`src/rtl/mem_port_arbiter.sv`:
```
// Two-port (fetch/data) arbiter in front of a single-ported 64-bit memory with a
// one-cycle read latency. Optional fetch starvation guard: ARB_STARVE_GUARD_EN.
module mem_port_arbiter #(
  parameter int MEM_DWORDS   = 4096,
  parameter int STARVE_LIMIT = 4
) (
  input  logic        clk,
  input  logic        rst_n,
  input  logic        if_req_valid,
  output logic        if_req_ready,
  input  logic [63:0] if_req_addr,
  output logic        if_rsp_valid,
  output logic [31:0] if_rsp_data,
  input  logic        d_req_valid,
  output logic        d_req_ready,
  input  logic [63:0] d_req_addr,
  input  logic        d_req_we,
  input  logic [63:0] d_req_wdata,
  output logic        d_rsp_valid,
  output logic [63:0] d_rsp_data,
  output logic        mem_en,
  output logic        mem_we,
  output logic [63:0] mem_addr,
  output logic [63:0] mem_wdata,
  input  logic [63:0] mem_rdata,
  output logic        busy
);

  // owner      | meaning
  // OWN_NONE   | no response due this cycle
  // OWN_IF     | fetch response due (word select in addr2_q)
  // OWN_D_RD   | data read response due
  // OWN_D_WR   | data write acknowledge due
  typedef enum logic [1:0] {OWN_NONE, OWN_IF, OWN_D_RD, OWN_D_WR} owner_e;

  owner_e      owner_q, owner_d;
  logic        addr2_q, addr2_d;
  logic        oor_q, oor_d;
  logic        if_gnt, d_gnt, starve_force;
  logic [63:0] gnt_dw;
  logic        gnt_in_range;

`ifdef ARB_STARVE_GUARD_EN
  logic [3:0] starve_cnt_q, starve_cnt_d;

  assign starve_force = (starve_cnt_q >= 4'(STARVE_LIMIT));

  // Saturates so a long-waiting fetch cannot wrap back to a low count.
  always_comb begin
    starve_cnt_d = starve_cnt_q;
    if (if_gnt) begin
      starve_cnt_d = 4'd0;
    end else if (if_req_valid && (starve_cnt_q != 4'hF)) begin
      starve_cnt_d = starve_cnt_q + 4'd1;
    end
  end

  always_ff @(posedge clk or negedge rst_n) begin
    if (!rst_n) begin
      starve_cnt_q <= 4'd0;
    end else begin
      starve_cnt_q <= starve_cnt_d;
    end
  end
`else
  localparam int unused_starve_limit = STARVE_LIMIT;
  assign starve_force = 1'b0;
`endif

  // Grants are forced low while rst_n is asserted.
  always_comb begin
    d_gnt  = rst_n & d_req_valid & ~(starve_force & if_req_valid);
    if_gnt = rst_n & if_req_valid & ~d_gnt;
  end

  always_comb begin
    if_req_ready = if_gnt;
    d_req_ready  = d_gnt;
    gnt_dw       = '0;
    if (d_gnt) begin
      gnt_dw = d_req_addr >> 3;
    end else if (if_gnt) begin
      gnt_dw = if_req_addr >> 3;
    end
    gnt_in_range = (gnt_dw < 64'(MEM_DWORDS));
    mem_en       = (d_gnt | if_gnt) & gnt_in_range;
    mem_we       = d_gnt & d_req_we & gnt_in_range;
    mem_addr     = gnt_dw;
    mem_wdata    = (d_gnt & d_req_we) ? d_req_wdata : '0;

    owner_d = OWN_NONE;
    addr2_d = 1'b0;
    oor_d   = 1'b0;
    if (d_gnt) begin
      owner_d = d_req_we ? OWN_D_WR : OWN_D_RD;
      oor_d   = ~gnt_in_range;
    end else if (if_gnt) begin
      owner_d = OWN_IF;
      addr2_d = if_req_addr[2];
      oor_d   = ~gnt_in_range;
    end
  end

  always_ff @(posedge clk or negedge rst_n) begin
    if (!rst_n) begin
      owner_q <= OWN_NONE;
      addr2_q <= 1'b0;
      oor_q   <= 1'b0;
    end else begin
      owner_q <= owner_d;
      addr2_q <= addr2_d;
      oor_q   <= oor_d;
    end
  end

  // Out-of-range reads never strobed the memory, so mem_rdata is stale: return 0.
  always_comb begin
    if_rsp_valid = (owner_q == OWN_IF);
    if_rsp_data  = '0;
    if (if_rsp_valid && !oor_q) begin
      if_rsp_data = addr2_q ? mem_rdata[63:32] : mem_rdata[31:0];
    end
    d_rsp_valid = (owner_q == OWN_D_RD) || (owner_q == OWN_D_WR);
    d_rsp_data  = ((owner_q == OWN_D_RD) && !oor_q) ? mem_rdata : '0;
    busy        = (owner_q != OWN_NONE);
  end

endmodule

```
`config.mk`:
```
export PLATFORM = sky130hd
export DESIGN_NAME = mem_port_arbiter
export DESIGN_NICKNAME = d
export VERILOG_FILES = /design/src/rtl/mem_port_arbiter.sv
export SDC_FILE = /design/constraint.sdc
export NUM_CORES = 1
export LEC_CHECK = 0
export ABC_AREA = 1
export CAP_MARGIN = 20
export CELL_PAD_IN_SITES_DETAIL_PLACEMENT = 1
export CELL_PAD_IN_SITES_GLOBAL_PLACEMENT = 1
export CORE_AREA = 2 2 193 195
export CTS_CLUSTER_SIZE = 12
export DETAILED_ROUTE_END_ITERATION = 8
export DIE_AREA = 0 0 195 197
export PLACE_DENSITY_LB_ADDON = 0.1
export SETUP_SLACK_MARGIN = 0.4
export SLEW_MARGIN = 20
export SYNTH_ARGS = -nofsm -noshare
export SYNTH_HDL_FRONTEND = slang
export SYNTH_SLANG_ARGS = --single-unit
```
`constraint.sdc`:
```
create_clock -name clk -period 1.2 [get_ports clk]
set_input_delay 0.12 -clock clk [delete_from_list [all_inputs] [get_ports clk]]
set_output_delay 0.12 -clock clk [all_outputs]
set_load 0.02 [all_outputs]
```
**Word level (Yosys, flattened, before mapping)**

Index checks and enable logic that the tools add are counted.

- Output and inout port bits: 231
- Input port bits: 261
- Flip-flop bits (word level): 4
- Word-level logic and storage cells: 34

- Multiplexer cells: 13
- Reduce and logical (&&, ||, !) cells: 5
- Equality and inequality tests: 3
- Magnitude comparators: 1
- Bitwise logic cells: 9

Operator list:

| cell | count |
|---|---|
| two-way mux 64 bit | 3 |
| less-than comparator 64 x 13 -> 1 bit, second input constant | 1 |
| two-way mux 32 bit | 2 |
| two-way mux 61 bit | 1 |
| AND 1 bit | 6 |
| two-way mux 1 bit | 6 |
| == test 2 bit, second input constant | 2 |
| == test 2 x 1 -> 1 bit, second input constant | 1 |
| logical AND 1 bit | 2 |
| two-way mux 2 bit | 1 |
| inverter 1 bit | 2 |
| nonzero test 2 bit | 1 |
| zero test 1 bit | 1 |
| logical OR 1 bit | 1 |
| OR 1 bit | 1 |

**Depth between registers and ports, before layout**

Gate-level depths: netlist of the first run.

- Word-level depth: 9
- Depth in mapped cells: 12
- Mapped depth without buffers: 11

**Least setup slack after synthesis of the first run**

Ideal clock, no wire load.

- Path type: register to output
- From: register owner_q[1]
- To: output port if_rsp_data[10]
- Path buffers: 1
- Data arrival time: 1,477 ps
- Slack: -397 ps
- Stages on the path, launching flop included: 5
- Cells stage by stage: dfrtp_1 > nor2_1 > nand2_1 > buf_1 > a21oi_1

- Cells in the longest elaborated chain, start to end: 3

RTL lines:

| element | RTL line | source |
|---|---|---|
| start, declared | 36 | `owner_e owner_q, owner_d;` |
| start signal, assigned | 110 | `owner_q <= owner_d;` |
| == test 2 x 1 -> 1 bit | 118 | `if_rsp_valid = (owner_q == OWN_IF);` |
| via if_rsp_valid | 12 | `output logic if_rsp_valid,` |
| logical AND 1 bit | 120 | `if (if_rsp_valid && !oor_q) begin` |
| two-way mux 32 bit | 120 |  |
| end, declared | 13 | `output logic [31:0] if_rsp_data,` |

The timed path passes the listed nets, and every way through them passes these cells.

**Final worst setup path of the first run**

- From: input port rst_n
- To: output port mem_we

- Cells in the longest elaborated chain, start to end: 7
- Elaborated cells on any way between the ends: 9
- Those cells by class: order compare: 1; mux: 2; bitwise: 6

RTL lines:

| element | RTL line | source |
|---|---|---|
| start, declared | 8 | `input logic rst_n,` |
| AND 1 bit | 72 | `d_gnt = rst_n & d_req_valid & ~(starve_force & if_req_valid);` |
| inverter 1 bit | 73 | `if_gnt = rst_n & if_req_valid & ~d_gnt;` |
| AND 1 bit | 73 |  |
| two-way mux 61 bit | 82 | `end else if (if_gnt) begin` |
| two-way mux 64 bit | 80 | `if (d_gnt) begin` |
| less-than comparator 64 x 13 -> 1 bit | 85 | `gnt_in_range = (gnt_dw < 64'(MEM_DWORDS));` |
| AND 1 bit (*) | 87 | `mem_we = d_gnt & d_req_we & gnt_in_range;` |
| end, declared | 22 | `output logic mem_we,` |

Mark *: on every way between the ends. The rest lies on a longest branch, timed or not.

==> results by group, run 1 <==
Floorplan
  • Initial Utilization: about 7.3%
  • Die area: 0.0384 mm^2
  • Die Wd: 195 um
  • # rows: 70
  • Ports: 492
  • Die Y: 197 um
  • Core area: 0.0363 mm^2

Placement
  • DP Cell Count: 1638
  • Placer Congestion: roughly 0.78
  • Dpl ws: -1.52 ns
  • Area after DPL: between 0.01 and 0.015 mm^2
  • Detailed placement HPWL: 25000 um
  • Buffers on Ports: just under 500

Layout
  • Area Overhead vs Synth: 417%
  • Commonest non-fill, non-tap cell in the layout: buf_6
  • Share of cells above drive strength 1: roughly 61%
  • FILL cells: roughly 4.2k
  • Fin area: 0.0138 mm^2
  • Commonest non-fill, non-tap cells in the layout: buf_6, clkdlybuf4s50_1, inv_1
  • Layout Cells excl Fill: roughly 1.8k
  • Final net count: between 1.5k and 2k

Drt
  • DR vias: 6464
  • DR iter-0 viols: 76
  • ANT nets after route: 0
  • Routed wire length: 32000 um
  • DRC: 0
  • Vias/cell: 3.62
  • Drt first pass iters: 4
  • Detailed-route wire length per cell: 17.9 um

Pwr
  • PwrDens: 306 mW/mm^2
  • Max IR drop VDD: 0.261 mV
  • Leak Pwr: 6.42 nW
  • Internal Pwr Total: 2.57 mW
  • Sw Pwr: 1.63 mW
  • Share of total power in the clock network: 12.7%
  • Sw frac: 38.8%
  • Total Power: 4.20 mW
  • Combinational power share: 83.8%
  • Register share of total power: 3.6%

Critical path
  • Critical path launch point type: primary input
  • Worst path slowest cell: buf_12
  • Setup CP Type: in -> out
  • Worst Path Required: 1.08 ns
  • Crit path largest cell delay: 0.13 ns
  • CP Cell Sequence: buf_6 -> buf_12 -> nand2_8 -> buf_12 -> buf_12 -> buf_6 -> buf_6 -> nor2_2 -> a21oi_4 -> nand3_2 -> nor2_2 -> nand2_1 -> nor2_1 -> nand2_2 -> nor2_4 -> buf_6
  • CP endpoint kind: output port
  • Worst Path Arrival: ~1.8 ns
  • Critical Path Fanout Max: 4
  • Crit path top cell by count: buf_6

Synthesis
  • Largest family of logic cells by synthesized area: simple AND/OR/NAND/NOR gates
  • Post-Synth Adder-Cell Area: 0%
  • Netlist Area Pre-Place: 0.00266 mm^2
  • Yosys synthesis warning count: 0
  • Flops & latches, synth: 4
  • Seq/Total Area, Yosys: 3.76%
  • Mux cell area share after synthesis: 0%
  • Post-synthesis xor/xnor area fraction: 0%
  • Synth Area in Compound Gates: a little under an eighth
  • Distinct cells, synth: 21
  • Post-synthesis simple-gate area fraction: 55.3%
  • Syn_area_per_cell: 4.19 um^2
  • Mapped Cells: between 600 and 700

Timing
  • Maximum operating frequency: ~0.53 GHz
  • Period minus WS final: about 1.9 ns
  • Max Transition Viols Final: 0
  • Worst hold slack: approximately 0.44 ns
  • Fin. Hold Viols: 0
  • Setup ws final: -0.682 ns
  • RSZ-0062 raised after global routing: yes
  • Fin crit share: 157%
  • Setup Viol. Count Final: around 220

GRT
  • Global-route wire length before repair: 45100 um
  • Congestion Overflow GR: 0
  • Largest net degree at the start of global routing: 20
  • Initial antenna violation count: 7
  • Tot GR Track Use: 15.8%
  • Number of global-route vias before repair: ~7.1k

Clock tree
  • CTS buffer count: 3
  • CTS tree: built
  • Root cell of the clock tree: clkbuf_16
  • Number of H-tree levels: 1
  • Clk buf depth: 2
  • Reg clk slew, reported paths: 0.03 ns
  • Clock Sinks: 4

Run status
  • Outcome: finished, violations left
  • Failing checks: setup timing

Hold path
  • Worst Hold Class: in -> reg

Flow run
  • Maxcap violations: 0
[stage by stage]
step,TNS (ns),utilization [%]
global route,-93.53,37.9
CTS,-76.24,34.6
finish,-80.40,37.9
floorplan,-1.60,-
detailed placement,-197.30,28.9
global placement,-196.29,28.9
[timing repair]
item	CTS	global route
endpoints found under the setup margin	232	232
hold buffers	1	0
resized for setup	1279	254
endpoints found under the hold margin	4	0
cloned	28	5
pin swaps	46	47
setup buffers	76	29
[power by group through the flow]
stage	clock network (mW)	registers (mW)	logic, mW
6_report	0.533	0.149	3.52
5_1_grt	0.554	0.151	3.75
4_1_cts	0.541	0.150	3.22
3_5_place_dp	0	0.150	2.76
3_3_place_gp	0	0.150	2.75
2_1_floorplan	0	0.147	1.10
[layer usage]
metal | vias up | wire length [um] | track usage [%]
met2 | 271 | 18200 | 32.4
met3 | 36 | 2800 | 5.25
li1 | 3182 | - | -
met1 | 2967 | 10200 | 14.9
met4 | 8 | 709 | 3.56
met5 | - | 47 | 0
[path summary, 6_finish.rpt]
path                       cells past startpoint      end      startpoint  slack, ns
worst max-delay path                          16   mem_we           rst_n      -0.68
worst min-delay path                           3  addr2_q  if_req_addr[2]       0.44
max in group asynchronous                      4  addr2_q           rst_n       0.49
min in group asynchronous                      4    oor_q           rst_n       0.51
[synthesized netlist by cell type]
| cell type | n | area share [%] |
|---|---|---|
| nand2_1 | 203 | 29 |
| nor2_1 | 161 | 23 |
| inv_1 | 153 | 22 |
| a21oi_1 | 35 | 6.6 |
| clkbuf_1 | 18 | 2.5 |
| buf_2 | 15 | 2.8 |
| a22o_1 | 12 | 4.0 |
| nand4_1 | 12 | 2.8 |
| o21ai_0 | 6 | 1.1 |
| dfrtp_1 | 4 | 3.8 |
| buf_1 | 3 | 0.42 |
| buf_4 | 3 | 0.85 |
| nand3_1 | 2 | 0.38 |
| buf_6 | 1 | 0.42 |
| clkinv_1 | 1 | 0.14 |
| conb_1 | 1 | 0.14 |
| inv_2 | 1 | 0.14 |
| nor2_2 | 1 | 0.24 |
| o21ai_1 | 1 | 0.19 |
| or2_0 | 1 | 0.24 |
| or2_2 | 1 | 0.24 |
[logic make-up (layout without fill, tap and decap cells)]
logic type | Yosys count | after routing
other | 1 | 6
buffers and inverters | 195 | 870
DFF | 4 | 4
AOI/OAI and AO/OA | 54 | 54
and+or+nand+nor | 381 | 382
[sequential cells by signal, indices dropped and copies added, names as in the netlist]
register  cells
addr2_q       1
oor_q         1
owner_q       2
[worst max-delay path: cells and delay by family]
family                 cells  cell delay [ns]
AOI/OAI and AO/OA          1             0.12
and+or+nand+nor            8             0.77
buffers and inverters      7             0.76
[cell type report]
| type | count | area, um^2 | share of cell area [%] |
|---|---|---|---|
| antenna | 3 | 7.51 | 0.0546 |
| tap | 468 | 586 | 4.26 |
| timing repair inverter | 3 | 36.3 | 0.264 |
| inverter | 155 | 604 | 4.39 |
| timing repair buffer | 708 | 8340 | 60.7 |
| clock buffer | 4 | 78.8 | 0.573 |
| sequential | 4 | 103 | 0.746 |
| multi-input combinational | 439 | 4000 | 29.0 |
(Power assumes the default switching activity.)
==> run 2: changes to the inputs <==
Settings changed: CORE_AREA 2 2 193 195 to 2 2 189 191, DIE_AREA 0 0 195 197 to 0 0 191 193, DONT_BUFFER_PORTS from default to 1, REMOVE_ABC_BUFFERS from default to 1.
==> run 2 against run 1 <==
Compared with the run above: the run still ends with setup timing left; final cell count is 22% lower; routed wire length shrank 21%; worst hold slack worse by 0.41 ns; via count is 21% lower; largest power group unchanged; combinational power shrank 44%; sequential cell count did not move; clock-buffer cell count decreased by 1; critical path type is now reg -> out.
==> results by group, run 2 (synthesis results as in run 1) <==
Floorplan
  • Core area: 0.0350 mm^2
  • # rows: 69
  • Die Wd: 191 um
  • Ports: 492
  • Initial Utilization: under 10%
  • Die Y: between 150 and 200 um
  • Die area: 0.0369 mm^2

Drt
  • Vias/cell: between 3 and 4
  • Met3 WL: 2220 um
  • Routed wire length: 25200 um
  • DR iter-0 viols: between 70 and 80
  • DR top layer: met4
  • Met2 WL post-DR: about 14000 um
  • DRC: 0
  • WL met1: between 8000 and 9000 um
  • Detailed-route wire length per cell: between 15 and 20 um
  • Drt first pass iters: 4
  • DR vias: 5094
  • ANT nets after route: 0

Critical path
  • Worst path slowest cell: dfrtp_1
  • CP Cell Sequence: inv_2 -> nand3_4 -> buf_12 -> buf_6 -> buf_6 -> nor2_2 -> buf_4
  • Crit path top cell by count: buf_6
  • Setup CP Type: reg -> out
  • Critical path launch point type: flip-flop
  • Worst Path Arrival: approximately 1.5 ns
  • Cell family contributing the most delay on the critical path: buffers and inverters
  • CP Buf/Inv Count: 5
  • Crit path largest cell delay: 0.38 ns
  • Worst Path Required: ~1.1 ns
  • Critical Path Fanout Max: 6
  • CP endpoint kind: output port

Placement
  • Detailed placement HPWL: 18300 um
  • Placer Congestion: 0.712
  • Dpl ws: -0.781 ns
  • Buffers on Ports: 0

Timing
  • Setup ws final: -0.453 ns
  • Maximum operating frequency: 0.605 GHz
  • Setup Viol. Count Final: between 150 and 200
  • Period minus WS final: 1.65 ns
  • Fin. Hold Viols: 0
  • RSZ-0062 raised after global routing: yes
  • Fin crit share: 138%
  • Max Transition Viols Final: 0

Layout
  • Largest register FFs: 2
  • Commonest non-fill, non-tap cells in the layout: buf_6, nand2_1, inv_1
  • Share of cells above drive strength 1: 62.6%
  • Commonest non-fill, non-tap cell in the layout: buf_6
  • Largest regs: owner_q x2, addr2_q x1, oor_q x1
  • Area Overhead vs Synth: 230%
  • N_diodes: 0
  • Most flop-heavy register: owner_q
  • Final net count: 1189
  • Final core occ: 25.1%

Clock tree
  • Clock Sinks: 4
  • CTS buffer count: 3
  • Reg clk slew, reported paths: 0.03 ns
  • Number of H-tree levels: 1
  • Root cell of the clock tree: clkbuf_16
  • Clk buf depth: 2
  • CTS tree: built

GRT
  • Largest net degree at the start of global routing: 21
  • Number of global-route vias before repair: 5226
  • Initial antenna violation count: 0
  • Congestion Overflow GR: 0
  • Global-route wire length before repair: 32800 um
  • Tot GR Track Use: a little under an eighth

Pwr
  • Leak Pwr: between 4 and 5 nW
  • PwrDens: around 300 mW/mm^2
  • Combinational power share: 74.8%
  • Total Power: around 2.6 mW
  • Max IR drop VDD: 0.210 mV
  • Internal Pwr Total: approximately 1.4 mW
  • Sw frac: 45.3%
  • Register share of total power: 5.7%
  • Share of total power in the clock network: 19.5%
  • Sw Pwr: around 1.2 mW

Hold path
  • Worst Hold Class: in -> reg

Run status
  • Outcome: finished, violations left
  • Failing checks: setup timing

Flow run
  • Maxcap violations: 0
-- run 2: final cells by class --
class,instances,area [um^2]
inverters,155,607
repair buffers,326,3960
flip-flops and latches,4,103
well taps,461,577
multi-input cells,438,3460
fillers,4211,26200
clock buffers,3,75.1
-- run 2: repair_timing --
action / 4_1_cts / 5_1_grt
endpoints found under the setup margin: 228 / 230
hold buffers: 1 / 0
buffers inserted: 22 / 9
gates cloned: 15 / 8
pin swaps: 16 / 40
hold endpoints to repair: 4 / 0
gates resized for setup: 398 / 282
-- run 2: layer usage --
metal	vias to the layer above	track usage, %
met5	-	0
met4	0	1.76
met3	8	2.86
met2	289	23.3
met1	2392	12.8
li1	2405	-
-- run 2: power by group through the flow --
stage                     clock network [mW]  logic (mW)  registers, mW
after floorplan                            0       0.668          0.152
after global placement                     0        1.24          0.150
after detailed placement                   0        1.24          0.150
after CTS                              0.523        1.73          0.151
after global routing                   0.531        2.12          0.152
final                                  0.516        1.98          0.151
-- run 2: stage by stage --
step | std cells | area [um^2] | TNS, ns | hold WS [ns]
detailed placement | 1329 | 5240 | -21.03 | -0.175
global route | 1387 | 8780 | -51.83 | 0.0432
finish | 1387 | 8780 | -41.34 | 0.0353
global placement | 1329 | 5240 | -23.20 | -0.174
CTS | 1370 | 7360 | -40.83 | 0.0379
floorplan | 597 | 2480 | -222.64 | -0.176
-- run 2: final timing paths --
kind	from	endpoint	slack, ns	cells after the start
setup / recovery	oor_q	d_rsp_data[44]	-0.45	7
hold / removal	if_req_addr[2]	addr2_q	0.04	2
max in group asynchronous	rst_n	addr2_q	0.78	1
min in group asynchronous	rst_n	owner_q[0]	0.20	1
==> run 3: changes to the inputs <==
Settings changed: HOLD_SLACK_MARGIN from default to 0.03, TNS_END_PERCENT from default to 1.
==> run 3 against run 2 <==
Compared with the run above: the flow still finishes with violations (setup timing); combinational power decreased by 23%; first-iteration DRC count decreased by 12%; global-route usage decreased by 1.7 points; design area decreased by 26%; die area unchanged; non-clock buffer count decreased by 42; total power decreased by 17%; via count decreased by 7.3%; critical path depth increased by 5; fmax increased by 3.2%; routed wire length decreased by 14%; largest cell class unchanged; highest routed layer unchanged.
==> results by group, run 3 (synthesis results as in run 1) <==
Critical path
  • Cell family contributing the most delay on the critical path: simple AND/OR/NAND/NOR gates
  • CP startpoint: if_req_valid
  • Crit path top cell by count: nor2_4
  • CP Cell Sequence: nand2_8 -> nor2_4 -> buf_12 -> clkbuf_16 -> nand2_1 -> nand4_1 -> nor2_1 -> nand2_1 -> nor2_4 -> nand2_8 -> nor2_4 -> buf_6
  • Critical path launch point type: primary input
  • CP Buf/Inv Count: 3
  • Levels on crit path: 12
  • Worst setup path end: mem_we
  • Worst path slowest cell: nor2_4
  • Worst Path Required: 1.08 ns
  • Worst Path Arrival: around 1.5 ns
  • Setup CP Type: in -> out
  • CP endpoint kind: output port
  • Crit path largest cell delay: 0.17 ns
  • Critical Path Fanout Max: 11

Layout
  • Area Overhead vs Synth: 146%
  • N_diodes: 0
  • Largest regs: owner_q x2, addr2_q x1, oor_q x1
  • Commonest non-fill, non-tap cells in the layout: buf_4, inv_1, nand2_1
  • Final net count: ~1.1k
  • Largest register FFs: 2
  • Share of cells above drive strength 1: 50.6%
  • Commonest non-fill, non-tap cell in the layout: buf_4
  • Most flop-heavy register: owner_q

Floorplan
  • Core area: 0.0350 mm^2
  • Die area: 0.0369 mm^2
  • # rows: 69
  • Die Y: 193 um
  • Ports: slightly below 500
  • Initial Utilization: 7.60%
  • Die Wd: 191 um

Clock tree
  • CTS buffer count: 3
  • Clk buf depth: 2
  • Root cell of the clock tree: clkbuf_16
  • Reg clk slew, reported paths: 0.03 ns
  • Number of H-tree levels: 1
  • CTS tree: built
  • Clock Sinks: 4

GRT
  • Number of global-route vias before repair: 4712
  • Congestion Overflow GR: 0
  • Global-route wire length before repair: 28500 um
  • Largest net degree at the start of global routing: 53
  • Initial antenna violation count: 0
  • Tot GR Track Use: 10.1%

Timing
  • Period minus WS final: 1.60 ns
  • Setup Viol. Count Final: 108
  • RSZ-0062 raised after global routing: yes
  • Maximum operating frequency: 0.624 GHz
  • Fin crit share: 134%
  • Setup ws final: -0.402 ns
  • Fin. Hold Viols: 0
  • Max Transition Viols Final: 0
  • Worst hold slack: 0.0564 ns

Placement
  • Detailed placement HPWL: 18300 um
  • Buffers on Ports: 0
  • Placer Congestion: 0.712
  • Dpl ws: -0.781 ns

Run status
  • Outcome: finished, violations left
  • Failing checks: setup timing

Pwr
  • PwrDens: 334 mW/mm^2
  • Total Power: 2.19 mW
  • Leak Pwr: 3.66 nW
  • Max IR drop VDD: around 0.21 mV

Flow run
  • Maxcap violations: 0

Drt
  • Routed wire length: 21700 um
  • DR iter-0 viols: 65
  • Vias/cell: 3.51
  • Detailed-route wire length per cell: 16.2 um
  • DRC: 0
  • Drt first pass iters: 4
  • DR vias: roughly 4.7k
  • ANT nets after route: 0

Hold path
  • Worst Hold Class: in -> reg
==> run 3: metrics by stage <==
step           setup TNS, ns  instance area (um^2)  utilization [%]  instances
2_1_floorplan        -222.64                  2480                -        597
3_3_place_gp          -23.20                  5240             15.0       1329
3_5_place_dp          -21.03                  5240             15.0       1329
4_1_cts               -29.99                  5760             16.5       1334
5_1_grt               -37.22                  6540             18.7       1345
6_report              -27.12                  6540             18.7       1345
==> run 3: final cells by class <==
cell class	count	area (um^2)
inverters	155	607
fillers	4400	28400
well taps	461	577
multi-input cells	438	2480
repair buffers	284	2700
flip-flops and latches	4	103
clock buffers	3	75.1
==> run 3: layer usage <==
| layer | share of wire, % | vias up | global-route usage [%] | wire length (um) |
|---|---|---|---|---|
| met4 | 0.44 | 0 | 0.894 | 96 |
| met1 | 35 | 2116 | 10.5 | 7600 |
| met3 | 10 | 8 | 3.11 | 2260 |
| met5 | 0 | - | 0 | 0 |
| li1 | - | 2309 | - | - |
| met2 | 54 | 287 | 20.2 | 11800 |
==> run 3: worst min path at each step <==
stage | startpoint | to | slack (ns) | cells past startpoint
after global routing | if_req_addr[2] | addr2_q | 0.07 | 2
after detailed placement | rst_n | owner_q[1] | -0.17 | 0
after CTS | if_req_addr[2] | addr2_q | 0.04 | 2
after global placement | rst_n | owner_q[1] | -0.17 | 0
after floorplan | rst_n | addr2_q | -0.18 | 0
final | if_req_addr[2] | addr2_q | 0.06 | 2
==> run 3: power breakdown <==
part           switching, mW  total (mW)  internal, mW  leakage (nW)
sequential           0.00766       0.149         0.141        0.0454
combinational          0.856        1.52         0.666          3.58
clock                 0.0900       0.515         0.425        0.0370
==> run 3: what timing repair did <==
item / 4_1_cts / 5_1_grt
gates cloned: 1 / 5
setup endpoints to repair: 228 / 228
setup buffers: 0 / 6
gates resized for setup: 129 / 164
pin swaps: 27 / 55
endpoints found under the hold margin: 4 / 0
hold buffers: 1 / 0
